### src/rtl/rr_arb16_pkg.sv
// Shared arbiter constants: requester count, default hold limit, FSM state encoding.
// Latency: n/a (definitions only).
// Backpressure: n/a (definitions only).
package rr_arb16_pkg;

    localparam int NREQ         = 16;
    localparam int IDX_W        = 4;
    localparam int HOLD_MAX_DEF = 16;
    localparam int CNT_W        = 5;

    typedef enum logic {
        IDLE = 1'b0,
        BUSY = 1'b1
    } arb_state_e;

endpackage : rr_arb16_pkg

### src/rtl/rr_arb16_per16_4.sv
// Lowest-index priority encoder, 16 inputs to 4-bit binary index.
// Latency: purely combinational.
// Backpressure: none; vld_o=0 and idx_o=0 when no input bit is set.
//   req_i [15:0] : candidate vector
//   idx_o [3:0]  : index of the lowest set bit
//   vld_o        : at least one bit of req_i is set
module per16_4 (
    input  logic [15:0] req_i,
    output logic [3:0]  idx_o,
    output logic        vld_o
);

    always_comb begin
        idx_o = '0;
        vld_o = |req_i;
        // Scan downwards so the lowest set bit is the last one written.
        for (int i = 15; i >= 0; i--) begin
            if (req_i[i]) begin
                idx_o = 4'(i);
            end
        end
    end

endmodule : per16_4

### src/rtl/rr_arb16.sv
// Round-robin arbiter for 16 requesters with a bounded hold time per owner.
// Latency: one cycle from request to grant; back-to-back handoff on release.
// Backpressure: owner holds until rel, request drop, or HOLD_MAX cycles (tmo pulse).
//   clk, clr     : clock, asynchronous active-low reset
//   req [15:0]   : request vector
//   rel          : current owner releases this cycle
//   gnt [15:0]   : one-hot grant (zero when idle)
//   gnt_id [3:0] : index of current owner, valid while gnt_v=1
//   gnt_v        : resource currently owned
//   tmo          : one-cycle pulse after a hold-timeout release
module rr_arb16
    import rr_arb16_pkg::*;
#(
    parameter int HOLD_MAX = HOLD_MAX_DEF
) (
    input  logic              clk,
    input  logic              clr,
    input  logic [NREQ-1:0]   req,
    input  logic              rel,
    output logic [NREQ-1:0]   gnt,
    output logic [IDX_W-1:0]  gnt_id,
    output logic              gnt_v,
    output logic              tmo
);

    arb_state_e         state_q, state_d;
    logic [NREQ-1:0]    gnt_q, gnt_d;
    logic [IDX_W-1:0]   gnt_id_q, gnt_id_d;
    logic [IDX_W-1:0]   ptr_q, ptr_d;
    logic [CNT_W-1:0]   cnt_q, cnt_d;
    logic               tmo_q, tmo_d;

    logic [NREQ-1:0]    req_msk;
    logic [IDX_W-1:0]   msk_idx, raw_idx, win_idx;
    logic               msk_vld, raw_vld;
    logic               hold_max_hit;
    logic               rel_cond;

    // Only indices strictly above the last grant are eligible on the first pass.
    always_comb begin
        req_msk = '0;
        for (int i = 0; i < NREQ; i++) begin
            if (i > int'(ptr_q)) begin
                req_msk[i] = req[i];
            end
        end
    end

    per16_4 u_enc_msk (
        .req_i (req_msk),
        .idx_o (msk_idx),
        .vld_o (msk_vld)
    );

    per16_4 u_enc_raw (
        .req_i (req),
        .idx_o (raw_idx),
        .vld_o (raw_vld)
    );

    // Wrap around to the unmasked search when nothing lies above the pointer.
    assign win_idx      = msk_vld ? msk_idx : raw_idx;
    assign hold_max_hit = (cnt_q == CNT_W'(HOLD_MAX));
    assign rel_cond     = rel | ~req[gnt_id_q] | hold_max_hit;

    always_comb begin
        state_d  = state_q;
        gnt_d    = gnt_q;
        gnt_id_d = gnt_id_q;
        ptr_d    = ptr_q;
        cnt_d    = cnt_q;
        tmo_d    = 1'b0;

        unique case (state_q)
            IDLE: begin
                if (raw_vld) begin
                    state_d  = BUSY;
                    gnt_d    = NREQ'(1) << win_idx;
                    gnt_id_d = win_idx;
                    ptr_d    = win_idx;
                    cnt_d    = CNT_W'(1);
                end
            end
            BUSY: begin
                if (rel_cond) begin
                    // Timeout is flagged only when nothing else explains the release.
                    tmo_d = hold_max_hit & ~rel & req[gnt_id_q];
                    if (raw_vld) begin
                        gnt_d    = NREQ'(1) << win_idx;
                        gnt_id_d = win_idx;
                        ptr_d    = win_idx;
                        cnt_d    = CNT_W'(1);
                    end else begin
                        state_d = IDLE;
                        gnt_d   = '0;
                    end
                end else if (!hold_max_hit) begin
                    cnt_d = cnt_q + CNT_W'(1);
                end
            end
            default: begin
                state_d = IDLE;
                gnt_d   = '0;
            end
        endcase
    end

    always_ff @(posedge clk or negedge clr) begin
        if (!clr) begin
            state_q  <= IDLE;
            gnt_q    <= '0;
            gnt_id_q <= '0;
            ptr_q    <= IDX_W'(NREQ - 1);
            cnt_q    <= '0;
            tmo_q    <= 1'b0;
        end else begin
            state_q  <= state_d;
            gnt_q    <= gnt_d;
            gnt_id_q <= gnt_id_d;
            ptr_q    <= ptr_d;
            cnt_q    <= cnt_d;
            tmo_q    <= tmo_d;
        end
    end

    assign gnt    = gnt_q;
    assign gnt_id = gnt_id_q;
    assign gnt_v  = (state_q == BUSY);
    assign tmo    = tmo_q;

endmodule : rr_arb16

### config.mk
export PLATFORM = sky130hd
export DESIGN_NAME = rr_arb16
export DESIGN_NICKNAME = d
export VERILOG_FILES = /design/src/rtl/rr_arb16_pkg.sv /design/src/rtl/rr_arb16_per16_4.sv /design/src/rtl/rr_arb16.sv
export SDC_FILE = /design/constraint.sdc
export NUM_CORES = 1
export LEC_CHECK = 0
export ABC_AREA = 0
export BUFFER_PORTS_ARGS = -buffer_cell sky130_fd_sc_hd__buf_2
export CORE_ASPECT_RATIO = 2
export CORE_UTILIZATION = 40
export CTS_BUF_LIST = sky130_fd_sc_hd__clkbuf_2
export DETAILED_ROUTE_END_ITERATION = 8
export PLACE_DENSITY = 0.58
export SLEW_MARGIN = 10
export SYNTH_ARGS = -nofsm -noshare
export SYNTH_HDL_FRONTEND = slang
export SYNTH_SLANG_ARGS = --single-unit
### constraint.sdc
create_clock -name clk -period 2.39 [get_ports clk]
set_clock_uncertainty 0.05 [all_clocks]
set_input_delay 0.239 -clock clk [delete_from_list [all_inputs] [get_ports clk]]
set_output_delay 0.239 -clock clk [all_outputs]
set_load 0.02 [all_outputs]
Word-level counts from Yosys, hierarchy flattened
Cells that the tools add are included.
{"block": "word_totals", "ramBits": 0, "elab_cells": 106, "register_bits": 31, "romBits": 0, "latchBits": 0, "output_inout_bits": 22, "n_memories": 0}
{"block": "op_classes", "reduce_logical": 3, "n_lt_le_gt_ge": 16, "bitwise": 7, "n_div": 0, "n_addsub": 1, "shift": 1, "n_mux": 68, "n_mul": 0, "eq_ne": 4}
{"op": "$mux 4", "count": 36}
{"op": "$mux 16", "count": 3}
{"op": "$gt 4x4->1 const A", "count": 8}
{"op": "$pmux 16 s2", "count": 1}
{"op": "$mux 1", "count": 20}
{"op": "$gt 3x4->1 const A", "count": 4}
{"op": "$pmux 4 s2", "count": 2}
{"op": "$reduce_or 16->1", "count": 1}
{"op": "$shl 1x4->16 const A", "count": 1}
{"op": "$mux 5", "count": 3}
{"op": "$reduce_or 15->1", "count": 1}
{"op": "$pmux 5 s2", "count": 1}
{"op": "$gt 2x4->1 const A", "count": 2}
{"op": "$add 5x1->5 const B", "count": 1}
{"op": "$eq 5x5->1 const B", "count": 1}
{"op": "$lt 4x5->1 const B", "count": 1}
{"op": "$bmux 1 s4", "count": 1}
{"op": "$gt 1x4->1 const A", "count": 1}
{"op": "$ne 3x2->1 const B", "count": 1}
{"op": "$not 1->1", "count": 3}
{"op": "$and 1x1->1", "count": 2}
{"op": "$ne 2x1->1 const B", "count": 1}
{"op": "$ne 2x2->1 const B", "count": 1}
{"op": "$or 1x1->1", "count": 2}
{"op": "other kinds (2)", "count": 2}

Logic depth before layout (Yosys ltp)
Gate-level depths: netlist (run 1).
{"block": "logic_depth", "ltp_word": 22, "ltp_mapped": 9}

Hierarchy
A second synthesis (run 1) with hierarchy kept.
{"block": "hier_totals", "cells_unflattened": 238, "hier_area_um2": 2207.1}
{"module": "rr_arb16", "cells_each": 170, "seq_area_each_um2": 780.7, "instances": 1, "area_each_um2": 1854.3}
{"module": "per16_4", "cells_each": 34, "seq_area_each_um2": 0.0, "instances": 2, "area_each_um2": 176.4}

Least setup slack after synthesis (run 1)
OpenSTA, ideal clock, no wires.
{"block": "synth_path", "path_type": "register to register", "startpoint": "reg gnt_id_q[1] (netlist: gnt_id[1])", "endpoint": "reg gnt_q[10] (netlist: gnt[10])", "arrival_ns": 1.962, "n_path_buf": 1, "path_stages_with_launch": 9, "period_less_slack_ns": 2.134, "setup_slack_ns": 0.256, "path_cell_list": "dfrtp_1 -> buf_4 -> mux2i_1 -> a2111oi_0 -> and3_1 -> o21ai_2 -> and2_4 -> and2_4 -> a32o_1"}
{"block": "synth_between", "elab_chain_len": 7}
{"item": "from (decl)", "line_no": "rr_arb16.sv:28", "source": "logic [IDX_W-1:0] gnt_id_q, gnt_id_d;"}
{"item": "from (signal assigned)", "line_no": "rr_arb16.sv:119", "source": "gnt_id_q <= gnt_id_d;"}
{"item": "$bmux 1 s4", "line_no": "rr_arb16.sv:64", "source": "assign rel_cond = rel | ~req[gnt_id_q] | hold_max_hit;"}
{"item": "$mux 1 (implied by the code)", "line_no": "rr_arb16.sv:64"}
{"item": "$not 1->1", "line_no": "rr_arb16.sv:64"}
{"item": "$or 1x1->1 (2 in a row)", "line_no": "rr_arb16.sv:64"}
{"item": "$ne 2x1->1 (no source line)"}
{"item": "$reduce_and 2->1 (no source line)"}
{"item": "to (signal assigned)", "line_no": "rr_arb16.sv:118", "source": "gnt_q <= gnt_d;"}
{"item": "to (decl)", "line_no": "rr_arb16.sv:27", "source": "logic [NREQ-1:0] gnt_q, gnt_d;"}
No other way between the ends. The select of a mux whose other input is x is not followed.
A chain may end at the register's enable or synchronous reset.

Final worst setup path (run 1)
{"block": "layout_path", "startpoint": "reg ptr_q[1]", "endpoint": "reg gnt_q[14] (netlist: gnt[14])"}
{"block": "layout_between", "elab_chain_len": 22, "elab_cells_between_ends": 52}
{"item": "from (decl)", "line_no": "rr_arb16.sv:29", "source": "logic [IDX_W-1:0] ptr_q, ptr_d;"}
{"item": "from (signal assigned)", "line_no": "rr_arb16.sv:113", "source": "ptr_q <= IDX_W'(NREQ - 1);"}
{"item": "from (signal assigned)", "line_no": "rr_arb16.sv:120", "source": "ptr_q <= ptr_d;"}
{"item": "$gt 4x4->1", "line_no": "rr_arb16.sv:43", "source": "if (i > int'(ptr_q)) begin"}
{"item": "$mux 1", "line_no": "rr_arb16.sv:43"}
{"item": "$mux 4 (15 in a row)", "line_no": "rr_arb16_per16_4.sv:18", "source": "if (req_i[i]) begin"}
{"item": "$mux 4 *", "line_no": "rr_arb16.sv:62", "source": "assign win_idx = msk_vld ? msk_idx : raw_idx;"}
{"item": "$shl 1x4->16 *", "line_no": "rr_arb16.sv:78, rr_arb16.sv:89"}
{"item": "$mux 16", "line_no": "rr_arb16.sv:88", "source": "if (raw_vld) begin"}
{"item": "$mux 16", "line_no": "rr_arb16.sv:85", "source": "if (rel_cond) begin"}
{"item": "$pmux 16 s2 *", "line_no": "rr_arb16.sv:74", "source": "unique case (state_q)"}
Mark *: on every way between the ends. The rest lies on a longest branch, timed or not. The select of a mux whose other input is x is not followed.

==> results.md, run 1 <==
- Largest net degree at the start of global routing: 32
- Asr flop ratio synth: 100%
- Layout cells sized above 1: a little over a third
- Area Overhead vs Synth: 31.0%
- Switching share of total power: 48.4%
- Share of power burned in registers: 22.2%
- Final global-route overflow total: 0
- Routed WL: 6690 um
- Vias: roughly 2100
- Critical Path RT: 2.61 ns
- Clk sinks: 31
- Leak: 1.26 nW
- Combinational Power Share: ~70%
- Cell mode on critical path: a32oi_4
- CP Capture Type: flop
- NetSw: about 2.0 mW
- Final net count: between 300 and 400
- Max VDD drop: approximately 0.81 mV
- Seq. cell area: 781 sq um
- Clock network fraction of total power: 8.5%
- Final worst-path cycle share: 97.7%
- DRC viols: 0
- Setup crit start kind: flop
- Worst path slowest cell: dfstp_2
- Setup_tns: 0 ns
- Syn_nets: 255
- Max stage delay on crit path: 0.58 ns
- Achievable Freq: about 430 MHz
- Layout fillers: slightly above 500
- Slew at the pin closest to its max-slew limit: 0.827 ns
- Max Cap Viol: 0
- H-tree Lvls: 2
- Clk buf depth: 2
- Synth cell types: 58
- Post-Syn Area: 2120 sq um
- Die W: 53.5 um
- Top delay family on crit path: compound AO/OA/AOI/OAI gates
- First-pass GRT wire length: 10100 um
- Sequential area share after synthesis: 36.9%
- Worst skew pair latency: 0.38 ns
- Tmin final: 2.34 ns
- Ys Warns: 0
- Diode count: 0
- Total Power: 4.14 mW
- Initial antenna violation count: 0
- Die H: 105 um
- Port Buf Inserts: 40
- Mapped Cells: about 230
- Placement Cell Area: around 2400 sq um
- Drt first pass iters: 7
- Internal Power: 2.14 mW
- CTS tree: built
- Core Footprint: 5140 sq um
- Post-synth EDFFs: 0
- # IOs: 41
- Vias per inst: between 5 and 6
- DRT iter0 DRCs: 65
- Setup CP Type: reg -> reg
- Final hold viol count: 0
- Total CTS buffers: 5
- Post-DP HPWL: 4710 um
- Mean post-synth cell area: 9.05 sq um
- Status: completed
- Worst-path cell chain: buf_2, nand2_2, a32oi_4, o311a_1, o21ai_4, a32oi_4, nor2b_1, a32o_1
- Starting Density: 41.2%
- RSZ-0062 raised after global routing: yes
- Worst endpoint data arrival time: 2.55 ns
- Primary FF master, synth: dfrtp_1
- Slew HR: 44.4%
- Slew Limit Fails: 0
- Max Fanout on Critical Path: 5
- Die area: 5610 sq um
- PD cells: around 1500 nW/um^2
- Final instance area: 2780 sq um
- Worst Hold Class: in -> async
- Cell row count: 37
- Clock slew at reported path FFs: 0.18 ns
- Root Buffer: clkbuf_2
- Total GRT Usage: 24.9%
- # setup viols final: 0
- Yosys reg bits: 31
- Post-DR wirelength/cell: 18.7 um
- Placer's final routability congestion estimate: ~0.9
- Routed Antenna Nets: 0
- Hold Slack: 0.359 ns
- Multi-input gate area in the final layout: 1380 sq um
- Vias in the first global route: slightly above 2000
- Crit path buf inv count: 1
## power by group through the flow
stage / sequential (mW) / combinational, mW / clock [mW]
2_1_floorplan: 1.02 / 1.54 / 0
4_1_cts: 0.923 / 2.54 / 0.362
6_report: 0.921 / 2.87 / 0.352
5_1_grt: 0.944 / 3.09 / 0.381
3_3_place_gp: 0.993 / 2.26 / 0
3_5_place_dp: 0.991 / 2.28 / 0
## worst reg2reg max path, delay by kind of cell, from the launching register on
kind | cells | cell delay (ns)
AO/OA/AOI/OAI | 5 | 1.20
flip-flops | 1 | 0.58
buffers and inverters | 1 | 0.19
AND/OR/NAND/NOR | 2 | 0.19
## cell type report
cell class              count  share of cell area (%)
flip-flops and latches     31                    28.1
multi-input cells         183                    49.8
repair buffers             66                    15.6
well taps                  58                    2.61
inverters                  12                    1.62
clock inverters             3                    1.40
clock buffers               5                   0.902
## logic make-up after synthesis
family | synth area share (%)
buffers and inverters | 5.73
DFF | 36.9
muxes | 4.73
and+or+nand+nor | 22.7
adders and majority gates | 1.18
AOI/OAI and AO/OA | 28.4
xor gates and xnor gates | 0.414
## registers in the layout, summed over array words and instances (netlist names)
name	flops
gnt	16
ptr_q	4
gnt_id	4
gnt_v	1
cnt_q	5
tmo	1
## stage by stage
step	utilization (%)	worst slack [ns]	cells
floorplan	-	0.256	234
global placement	47.3	0.0363	337
detailed placement	47.3	-0.0223	337
CTS	50.8	0.00872	354
global route	54.0	-0.0713	358
finish	54.0	0.0550	358
## cells in the mapped netlist (4+ instances only)
cell type | instances | area [sq um]
nand3_1 | 7 | 35.0
buf_6 | 4 | 45.0
inv_1 | 10 | 37.5
o31ai_1 | 11 | 82.6
nand2_1 | 23 | 86.3
nand2b_1 | 7 | 43.8
nor4_1 | 4 | 25.0
o21ai_0 | 10 | 50.1
a21oi_1 | 5 | 25.0
nor2_1 | 22 | 82.6
nor2b_1 | 10 | 62.6
o22ai_1 | 4 | 25.0
mux2i_1 | 10 | 100
a32o_1 | 8 | 80.1
and3_1 | 4 | 25.0
dfstp_2 | 4 | 105
dfrtp_1 | 27 | 676
## final timing paths
| path | endpoint | slack [ns] | from | cells after the start |
|---|---|---|---|---|
| max in group asynchronous | tmo | 1.45 | clr | 2 |
| min in group clk | gnt_v | 0.37 | req[8] | 4 |
| hold reg to reg | gnt[5] | 0.45 | gnt[5] | 2 |
| setup reg to reg | gnt[14] | 0.05 | ptr_q[1] | 8 |
| hold / removal | gnt[10] | 0.36 | clr | 2 |
| setup / recovery | gnt[14] | 0.05 | ptr_q[1] | 8 |
## cell usage in the layout (no fill, tap or decap), types with 3 or more instances in the layout
cell type  netlist  layout
dfstp_2          4       4
dfrtp_1         27      27
a21oi_1          5       5
clkbuf_2         0       5
nand3_1          7       5
nand2b_1         7       6
nor4_1           4       4
nor2_1          22      20
inv_1           10      10
a31oi_1          3       3
o31ai_1         11      10
a32o_1           8       8
and3_1           4       4
o21a_1           3       3
o21ai_0         10       9
a32oi_4          0       3
nor2b_1         10      10
nand2_1         23      22
mux2i_1         10      10
o22ai_1          4       4
buf_4            3      19
buf_6            4       3
buf_2            1      41
## layer usage
metal	vias to the layer above	global-route usage, %	part of all wire (%)
li1	1001	-	-
met1	1045	26.3	37
met2	59	45.2	57
met3	15	3.06	3.3
met4	0	12.0	3.1
met5	-	0	0
## repair_timing
| item | CTS | global route |
|---|---|---|
| resized for setup | 7 | 27 |
| endpoints found under the setup margin | 10 | 20 |
| buffers inserted | 7 | 4 |
| cloned | 1 | 0 |
| hold endpoints to repair | 27 | 0 |
| pin swaps | 3 | 10 |
| hold buffers | 1 | 0 |
No activity file was read; power rests on OpenSTA's default activity.
==> inputs of run 2 (changes only) <==
- ABC_AREA: 0 -> 1
==> run 2 against run 1 <==
Against the previous run: non-clock buffer count is 22 lower; flip-flop and latch count stayed put; clock power is 29% lower; sequential power is 5.3% lower; setup slack better by 0.16 ns; first-iteration DRC count is 46% lower; via count is 5.7% lower; critical path type unchanged.
==> results.md, run 2 <==
- Initial antenna violation count: 0 (unchanged)
- Setup crit start kind: flop (unchanged)
- Critical Path RT: 2.64 ns (was 2.61 ns)
- Achievable Freq: 459 MHz (was 428 MHz)
- Routed WL: 5610 um (was 6690 um)
- Cell row count: 36 (was 37)
- Reg2Reg Depth: 12 (was 8)
- # setup viols final: 0 (unchanged)
- # IOs: 41 (unchanged)
- Post-synth EDFFs: 0 (unchanged)
- Core Footprint: 4950 sq um (was 5140 sq um)
- Met3 wire len: 149 um (was 224 um)
- Final net count: 360 (was 320)
- PD cells: 1220 nW/um^2 (was 1490 nW/um^2)
- Area Overhead vs Synth: 15.5% (was 31.0%)
- Asr flop ratio synth: 100% (unchanged)
- Largest register FFs: 16 (unchanged)
- Wire length on met2: 3170 um (was 3790 um)
- Sequential area share after synthesis: 37.3% (was 36.9%)
- Top-count cell post-synth: nand2_1 (was dfrtp_1)
- Die H: 104 um (was 105 um)
- Worst endpoint data arrival time: 2.43 ns (was 2.55 ns)
- Reg-to-reg slack, setup: 0.21 ns (was 0.05 ns)
- Total CTS buffers: 5 (unchanged)
- Slew Limit Fails: 0 (unchanged)
- Mean post-synth cell area: 7.22 sq um (was 9.05 sq um)
- Routed Antenna Nets: 0 (unchanged)
- Mapped Cells: 290 (was 234)
- H-tree Lvls: 2 (unchanged)
- Top cells by count, synth: nand2_1 (82), inv_1 (42), dfrtp_1 (27) (was dfrtp_1 (27), nand2_1 (23), nor2_1 (22))
- DRC viols: 0 (unchanged)
- Setup crit start: ptr_q[1] (unchanged)
- Clk buf depth: 2 (unchanged)
- Die area: 5550 sq um (was 5610 sq um)
- Largest net degree at the start of global routing: 32 (unchanged)
- Post-DR wirelength/cell: 14.1 um (was 18.7 um)
- Top layer reached by signal wires: met4 (unchanged)
- Diode count: 0 (unchanged)
- Synth cell types: 36 (was 58)
- Slew at the pin closest to its max-slew limit: 0.681 ns (was 0.827 ns)
- Clk sinks: 31 (unchanged)
- Drt first pass iters: 4 (was 7)
- Leak: 1.33 nW (was 1.26 nW)
- CP Capture Type: flop (unchanged)
- Final hold viol count: 0 (unchanged)
- Setup CP Type: reg -> reg (unchanged)
- Status: completed (unchanged)
- Max VDD drop: 0.638 mV (was 0.809 mV)
- Yosys reg bits: 31 (unchanged)
- Synth top area share: 32.3% (was 31.9%)
- Primary FF master, synth: dfrtp_1 (unchanged)
- Layout fillers: 554 (was 513)
- Commonest non-fill, non-tap cell in the layout: nand2_1 (was buf_2)
- Vias in the first global route: 2044 (was 2017)
- RR Endpoint: gnt[6] (was gnt[14])
- Layout Utilization: 48.8% (was 54.0%)
- Placer's final routability congestion estimate: 0.860 (was 0.897)
- CTS tree: built (unchanged)
- Vias: 1999 (was 2120)
- Met1 Wirelength: 2040 um (was 2460 um)
- Vias per inst: 5.04 (was 5.92)
- Reg2reg start: ptr_q[1] (unchanged)
- Final global-route overflow total: 0 (unchanged)
- Worst Setup EP: gnt[6] (was gnt[14])
- Final worst-path cycle share: 91.1% (was 97.7%)
- Top post-synthesis cells by area: dfrtp_1 (32%), nand2_1 (15%), inv_1 (7.5%), nand4_1 (5.1%), dfstp_2 (5.0%) (was dfrtp_1 (32%), dfstp_2 (5.0%), mux2i_1 (4.7%), nand2_1 (4.1%), nor2_1 (3.9%))
- Starting Density: 42.3% (was 41.2%)
- Area leader, netlist: dfrtp_1 (unchanged)
- Post-Syn Area: 2090 sq um (was 2120 sq um)
- Slew HR: 54.6% (was 44.4%)
- DRT iter0 DRCs: 35 (was 65)
- Clock slew at reported path FFs: 0.18 ns (about the same)
- Syn_nets: 311 (was 255)
- Ys Warns: 0 (unchanged)
- Port Buf Inserts: 40 (unchanged)
- Tmin final: 2.18 ns (was 2.34 ns)
- Most frequent cells in the layout: nand2_1 (82), inv_1 (42), buf_2 (40) (was buf_2 (41), dfrtp_1 (27), nand2_1 (22))
- Max Cap Viol: 0 (unchanged)
- Max Fanout on Critical Path: 10 (was 5)
- Worst Hold Class: in -> reg (was in -> async)
- Setup_tns: 0 ns (unchanged)
- RSZ-0062 raised after global routing: no (was yes)
- Total GRT Usage: 23.0% (was 24.9%)
- Layout cells sized above 1: 25.6% (was 36.7%)
- First-pass GRT wire length: 9200 um (was 10100 um)
- Root Buffer: clkbuf_2 (unchanged)
- Die W: 53.2 um (was 53.5 um)
- Post-DP HPWL: 4560 um (was 4710 um)
- Worst skew pair latency: 0.38 ns (about the same)
## run 2: changes by cell type in the layout (fill, tap and decap cells not counted), moves of 5 or more
cell,previous run,this run
nor2b_1,10,0
a32o_1,8,0
inv_1,10,42
o31ai_1,10,0
nand2_1,22,82
buf_4,19,3
nand4_1,1,17
mux2i_1,10,0
nand3_1,5,16
nand2_2,2,8
a21oi_1,5,16
o21ai_0,9,14
nand2b_1,6,0
## run 2: worst max-delay path, cell delays in order, from the launching register on
cell and delay [ns]:
dfstp_2 0.62, nand2_1 0.09, inv_1 0.11, nand2_2 0.06, nand2_1 0.05, nand2_1 0.08, nor3b_2 0.20, nand2_1 0.09
clkinv_2 0.08, nand2_2 0.07, a21oi_4 0.32, nand4_1 0.18, nand2_1 0.09
## run 2: timing repair
| item | CTS | global route |
|---|---|---|
| setup buffers | 0 | 2 |
| hold buffers | 1 | 0 |
| endpoints found under the setup margin | 0 | 6 |
| endpoints found under the hold margin | 27 | 0 |
| resized for setup | 0 | 2 |
## run 2: worst min-delay path by stage
stage	startpoint	endpoint	slack (ns)	cells past startpoint
after floorplan	clr	cnt_q[0]	-0.11	0
after global placement	clr	gnt_v	0.27	1
final	rel	tmo	0.06	4
after CTS	rel	tmo	0.05	4
after global routing	rel	tmo	0.08	4
after detailed placement	clr	gnt_v	0.27	1
## run 2: cell type report
class,count,area (sq um),area share (%)
timing repair buffer,44,233,9.62
tap,57,71.3,2.95
sequential,31,782,32.3
clock buffer,6,30.0,1.24
clock inverter,2,7.51,0.310
inverter,50,195,8.07
multi-input combinational,207,1100,45.5
## run 2: through the flow
step                      hold slack [ns]  instance area, sq um  instances  power (mW)  setup WS [ns]
after floorplan                    -0.107                  2090        290        2.25          0.424
after global placement              0.265                  2350        386        2.69          0.213
after detailed placement            0.273                  2350        386        2.70          0.207
after CTS                          0.0524                  2400        395        2.96          0.180
after global routing               0.0785                  2420        397        3.25         0.0107
final                              0.0610                  2420        397        2.96          0.213
## run 2: cells by family after synthesis
kind of cell             count (synthesis)  synth area share [%]
AO/OA/AOI/OAI                           47                  13.6
AND/OR/NAND/NOR                        158                  37.6
flip-flops                              31                  37.3
adder cells (fa/ha/maj)                  2                  1.19
buffers and inverters                   52                  10.3
## run 2: power by group
group | internal (mW) | leakage (nW) | switching [mW]
Combinational | 0.565 | 0.906 | 1.27
Clock | 0.0704 | 0.0281 | 0.181
Sequential | 0.716 | 0.397 | 0.156
## run 2: metal layers
layer / GRT usage, % / vias up
li1: - / 1044
met3: 2.49 / 16
met1: 22.9 / 893
met4: 12.6 / 0
met2: 42.6 / 46
met5: 0 / -
